$ cat src/rtl/pokey_bus_master.sv
// Host-side bus initiator for POKEY: queues register commands in a 2-entry FIFO and
// plays each one out as a SETUP / STROBE / HOLD bus cycle, returning read data on a stream.
module pokey_bus_master #(
    parameter int unsigned SETUP_CYC  = 1,
    parameter int unsigned STROBE_CYC = 2,
    parameter int unsigned HOLD_CYC   = 1
) (
    input  logic       clk,
    input  logic       rst_n,
    input  logic       cmd_valid,
    output logic       cmd_ready,
    input  logic       cmd_rw,
    input  logic [3:0] cmd_addr,
    input  logic [7:0] cmd_wdata,
    output logic       rsp_valid,
    input  logic       rsp_ready,
    output logic [7:0] rsp_rdata,
    output logic       en,
    output logic       rw,
    output logic [3:0] a,
    output logic [7:0] d_out,
    output logic       d_oe,
    input  logic [7:0] d_in,
    input  logic       irq,
    output logic       irq_sync,
    output logic       busy
);

    typedef enum logic [2:0] {
        S_IDLE,
        S_SETUP,
        S_STROBE,
        S_HOLD,
        S_RESP
    } state_t;

    localparam logic [3:0] SETUP_LAST  = 4'(SETUP_CYC - 1);
    localparam logic [3:0] STROBE_LAST = 4'(STROBE_CYC - 1);
    localparam logic [3:0] HOLD_LAST   = 4'(HOLD_CYC - 1);

    state_t      state_q, state_d;
    logic [3:0]  cnt_q, cnt_d;

    logic [12:0] fifo_q [2];
    logic        wr_ptr_q, rd_ptr_q;
    logic [1:0]  count_q;
    logic        push, pop, full, empty;
    logic [12:0] head;

    logic        rw_q;
    logic [3:0]  a_q;
    logic [7:0]  d_q;
    logic [7:0]  rdata_q;
    logic        capture;
    logic        bus_active;
    logic [1:0]  irq_q;

    // ---------------- command FIFO ----------------
    assign full      = (count_q == 2'd2);
    assign empty     = (count_q == 2'd0);
    assign cmd_ready = !full;
    assign push      = cmd_valid && !full;
    assign head      = fifo_q[rd_ptr_q];

    always_ff @(posedge clk or negedge rst_n) begin
        if (!rst_n) begin
            fifo_q[0] <= '0;
            fifo_q[1] <= '0;
            wr_ptr_q  <= 1'b0;
            rd_ptr_q  <= 1'b0;
            count_q   <= '0;
        end else begin
            if (push) begin
                fifo_q[wr_ptr_q] <= {cmd_rw, cmd_addr, cmd_wdata};
                wr_ptr_q         <= ~wr_ptr_q;
            end
            if (pop) begin
                rd_ptr_q <= ~rd_ptr_q;
            end
            count_q <= count_q + 2'(push) - 2'(pop);
        end
    end

    // ---------------- bus-cycle sequencer ----------------
    always_ff @(posedge clk or negedge rst_n) begin
        if (!rst_n) begin
            state_q <= S_IDLE;
            cnt_q   <= '0;
        end else begin
            state_q <= state_d;
            cnt_q   <= cnt_d;
        end
    end

    always_comb begin
        state_d = state_q;
        cnt_d   = cnt_q;
        pop     = 1'b0;
        capture = 1'b0;
        unique case (state_q)
            S_IDLE: begin
                if (!empty) begin
                    pop     = 1'b1;
                    state_d = S_SETUP;
                    cnt_d   = '0;
                end
            end
            S_SETUP: begin
                if (cnt_q == SETUP_LAST) begin
                    state_d = S_STROBE;
                    cnt_d   = '0;
                end else begin
                    cnt_d = cnt_q + 4'd1;
                end
            end
            S_STROBE: begin
                if (cnt_q == STROBE_LAST) begin
                    capture = rw_q;
                    state_d = S_HOLD;
                    cnt_d   = '0;
                end else begin
                    cnt_d = cnt_q + 4'd1;
                end
            end
            S_HOLD: begin
                if (cnt_q == HOLD_LAST) begin
                    state_d = rw_q ? S_RESP : S_IDLE;
                    cnt_d   = '0;
                end else begin
                    cnt_d = cnt_q + 4'd1;
                end
            end
            S_RESP: begin
                if (rsp_ready) begin
                    state_d = S_IDLE;
                end
            end
            default: begin
                state_d = S_IDLE;
                cnt_d   = '0;
            end
        endcase
    end

    // Address/rw/data only load when a command is popped, so they are stable across the cycle.
    always_ff @(posedge clk or negedge rst_n) begin
        if (!rst_n) begin
            rw_q    <= 1'b1;
            a_q     <= '0;
            d_q     <= '0;
            rdata_q <= '0;
        end else begin
            if (pop) begin
                rw_q <= head[12];
                a_q  <= head[11:8];
                d_q  <= head[7:0];
            end
            if (capture) begin
                rdata_q <= d_in;
            end
        end
    end

    always_ff @(posedge clk or negedge rst_n) begin
        if (!rst_n) begin
            irq_q <= 2'b11;
        end else begin
            irq_q <= {irq_q[0], irq};
        end
    end

    // ---------------- outputs ----------------
    assign bus_active = (state_q == S_SETUP) || (state_q == S_STROBE) || (state_q == S_HOLD);
    assign en         = (state_q == S_STROBE);
    assign rw         = bus_active ? rw_q : 1'b1;
    assign d_oe       = bus_active && !rw_q;
    assign a          = a_q;
    assign d_out      = d_q;
    assign rsp_valid  = (state_q == S_RESP);
    assign rsp_rdata  = rdata_q;
    assign irq_sync   = irq_q[1];
    assign busy       = !empty || (state_q != S_IDLE);

endmodule

$ cat config.mk
export PLATFORM = sky130hd
export DESIGN_NAME = pokey_bus_master
export DESIGN_NICKNAME = d
export VERILOG_FILES = /design/src/rtl/pokey_bus_master.sv
export SDC_FILE = /design/constraint.sdc
export NUM_CORES = 1
export LEC_CHECK = 0
export CAP_MARGIN = 0
export CORE_MARGIN = 2
export CORE_UTILIZATION = 46
export CTS_CLUSTER_DIAMETER = 80
export DETAILED_ROUTE_END_ITERATION = 8
export GPL_TIMING_DRIVEN = 0
export PLACE_DENSITY = 0.73
export SYNTH_ARGS = -nofsm -noshare
export SYNTH_HDL_FRONTEND = slang
export SYNTH_SLANG_ARGS = --single-unit
$ cat constraint.sdc
create_clock -name clk -period 2.2 [get_ports clk]
set_input_delay 0.22 -clock clk [delete_from_list [all_inputs] [get_ports clk]]
set_output_delay 0.22 -clock clk [all_outputs]
set_load 0.02 [all_outputs]
==> flow_summary_export.csv <==
group,metric,value,unit
timing,tightest_slew,685,ps
place,placedCellCount,320,
timing,timing.final.hold_violations,0,
worst_setup_path,required,1980,ps
synthesis,ys_ff_latch,60,
global_route,grt_pass1_wl,8130,microns
run,max_cap_viols,0,
floorplanning,core-area,0.00544,sq mm
worst_setup_path,longest_individual_stage_delay_on_the_worst_path,590,ps
worst_setup_path,crit_buf_inv,3,
cells_and_area,fillerInstances,454,
cells_and_area,flow.area_growth_from_synthesis,34.0,%
worst_setup_path,critPathTopFamily,"buffers and inverters",
timing,rsz_0062_raised_after_global_routing,"false",
pwr,power_frac_clock,19.6,%
worst_setup_path,category_of_the_critical_setup_timing_path,"reg2out",
place,finalWeightedCongestion,0.736,
cells_and_area,antenna_cells,0,
run_status,status,"finished, final reports clean",
pwr,seq_power_share,36.0,%
pwr,combinational_power_share,44.4,%
synthesis,synth.cell_area,0.00255,sq mm
synthesis,postSynth.topFlopCell,"dfrtp_1",
worst_setup_path,crit_path_end_kind,"output pin",
worst_setup_path,startpoint_type,"register",
global_route,grt_antenna_before_repair,0,
place,dpl_cell_area,0.00317,sq mm
worst_setup_path,path_cells,"buf_6, or3_1, inv_1, clkdlybuf4s50_1",
cts,h-tree-depth,3,
pwr,power.switching,1960,uW
timing,slew_headroom,54.2,%
global_route,global_route.overflow_total,0,
floorplanning,ios,53,
hold_path,hold_path_class,"in2reg",
cells_and_area,fin_cells,338,
floorplanning,floorplan.initialDensity,46.9,%
cells_and_area,drive_above_1_share,25.6,%
timing,fmaxAchievable,0.477,GHz
timing,clock-skew-final,4.81,ps
worst_setup_path,critPathMaxFanout,9,
floorplanning,die_h,78.4,microns
synthesis,synth_enable_flop_cells,0,
drt,drt-wirelength-per-cell,14.4,microns
hold_path,holdCritStartpoint,"irq",
drt,totalWireLength,4860,microns
hold_path,hold-path-cell-count,1,
place,place.port_buffers,52,
synthesis,yosysTopAreaCell,"dfrtp_1",
pwr,total_leakage_power,0.00151,uW
synthesis,sequential_cell_area_fraction_in_the_yosys_report,59.1,%
synthesis,netlist_instances,195,
drt,detail_route.first_pass.iterations,4,
drt,vias,1711,
drt,viasPerCell,5.06,
drt,antenna_left,0,
cts,worstSkewPairLatency,330,ps
cts,cts.sinks,60,
synthesis,synth_area_leaders,"dfrtp_1 56%, mux2_2 15%, mux2i_1 5.1%",
floorplanning,chipWidth,78.4,microns
synthesis,post_synth_num_cell_types,33,
synthesis,yosysWarningCount,0,
cells_and_area,finish.utilization,62.8,%
synthesis,post-synth-top-count-cell,"dfrtp_1",
place,hpwlAfterDp,3330,microns
pwr,power_density,1620,mW/mm^2
synthesis,synth_nets,226,
synthesis,ys_async_sr_fraction,100,%
floorplanning,die-area,0.00615,sq mm
timing,min_period,2100,ps
timing,setup-violations-final,0,
worst_setup_path,worst_r2r_startpoint,"cnt_q[1]",
cts,cts_buffers,9,
synthesis,syn-mean-instance-area,13.1,sq um
pwr,switching_share,35.3,%
hold_path,worst_hold_path.endpoint,"irq_q[0]",
cts,cts.reportedPaths.clkPinSlew,70,ps
global_route,grt.total_usage,17.3,%
worst_setup_path,rr_endpoint,"cnt_q[3]",
cts,clockBufferDepth,2,
cts,ctsRootBufferMaster,"clkbuf_8",
floorplanning,row_count,27,
timing,final_max_slew_viol_count,0,
worst_setup_path,setup.reg_to_reg.worst_slack,260,ps
cells_and_area,num-nets-final,292,
worst_setup_path,worst_ep_arrival_time,1880,ps
global_route,grt_max_degree,36,
synthesis,synth.cells.most_frequent,"57 x dfrtp_1, 33 x mux2_2, 21 x nor2_1",
drt,post-route-drc-count,0,
cts,tritoncts_clock_tree,"built",
pwr,vdd.ir_drop.worst,0.886,mV
worst_setup_path,reg2reg_depth,6,
drt,initialDrtViolationCount,51,
timing,layout_worst_path_cycle_share,95.3,%
pwr,p_int,3580,uW
worst_setup_path,critPathSlowestCell,"clkdlybuf4s50_1",
synthesis,synth_top_area_share,56.0,%
cells_and_area,finish.instance_area,0.00341,sq mm
global_route,number_of_global_route_vias_before_repair,1699,
==> cell type report <==
| class | instances | area (sq um) | share of cell area, % |
|---|---|---|---|
| plain buffers | 7 | 40.0 | 1.17 |
| multi-input cells | 121 | 978 | 28.7 |
| clock buffers | 11 | 141 | 4.14 |
| inverters | 7 | 26.3 | 0.770 |
| clock inverters | 5 | 75.1 | 2.20 |
| flip-flops and latches | 60 | 1510 | 44.2 |
| repair buffers | 55 | 556 | 16.3 |
| well taps | 72 | 90.1 | 2.64 |
==> routing by layer <==
layer | up-vias | global-route usage, % | part of all wire [%]
met3 | 6 | 5.98 | 5.8
met5 | - | 0 | 0
met4 | 0 | 6.84 | 1.4
met1 | 845 | 23.7 | 48
met2 | 50 | 25.4 | 45
li1 | 810 | - | -
==> cell families after synthesis <==
logic type / count (synthesis) / share of synthesized area, %
muxes: 47 / 20.3
AOI/OAI and AO/OA: 24 / 5.50
DFF: 60 / 59.1
buffers and inverters: 14 / 2.55
xor gates and xnor gates: 5 / 1.72
and+or+nand+nor: 40 / 8.44
adders and majority gates: 5 / 2.45
==> through the flow <==
stage / setup TNS (ps) / hold WS (ps) / setup slack (ps) / power [uW]
5_1_grt: 0 / 275 / 11.2 / 5930
6_report: 0 / 293 / 104 / 5540
3_3_place_gp: -56640 / 347 / -974 / 4390
2_1_floorplan: 0 / -75.6 / 157 / 3590
4_1_cts: 0 / 276 / 6.46 / 5600
3_5_place_dp: -380 / 262 / -264 / 4470
==> placed cells by master, fill, tap and decap left out, types with 2 or more instances in the layout <==
master	synthesis	routed
mux2i_1	13	13
nor3b_1	2	2
mux2_2	33	33
dfstp_2	3	3
clkdlybuf4s50_1	0	50
xnor2_1	3	3
dfrtp_1	57	55
o21ai_0	4	4
buf_2	4	5
inv_1	6	6
ha_1	5	5
nand2b_1	2	2
bufinv_16	0	2
clkbuf_1	2	2
clkinv_2	0	3
clkbuf_8	0	10
dfrtp_2	0	2
or3_1	2	2
nor2_1	21	21
a21oi_1	14	14
nand2_1	6	6
xor2_1	2	2
==> worst max-delay path by stage <==
stage | start | cells after the start | slack (ps) | end
2_1_floorplan | state_q[2] | 8 | 160 | count_q[1]
3_3_place_gp | rst_n | 1 | -970 | fifo_q[18]
3_5_place_dp | state_q[2] | 8 | -260 | count_q[1]
4_1_cts | state_q[2] | 4 | 6 | en
5_1_grt | state_q[2] | 4 | 10 | d_oe
6_report | state_q[2] | 4 | 100 | d_oe
==> registers in the layout, summed over array words and instances, names as in the netlist, 2 cells and up <==
register	count
a	4
cnt_q	4
count_q	2
d_out	8
fifo_q	26
irq_q	2
rsp_rdata	8
state_q	3
==> power by group through the flow <==
stage | Clock, uW | Sequential, uW | Combinational, uW
3_3_place_gp | 0 | 1990 | 2400
3_5_place_dp | 0 | 2020 | 2460
4_1_cts | 1110 | 2000 | 2490
6_report | 1090 | 2000 | 2460
2_1_floorplan | 0 | 2180 | 1410
5_1_grt | 1160 | 2070 | 2700
==> repair_timing <==
action	CTS	global route
hold buffers	1	0
hold endpoints to repair	24	0
setup buffers	1	0
endpoints found under the setup margin	2	2
pin swaps	1	0
resized for setup	1	3
Power figures use the tool's default switching activity.
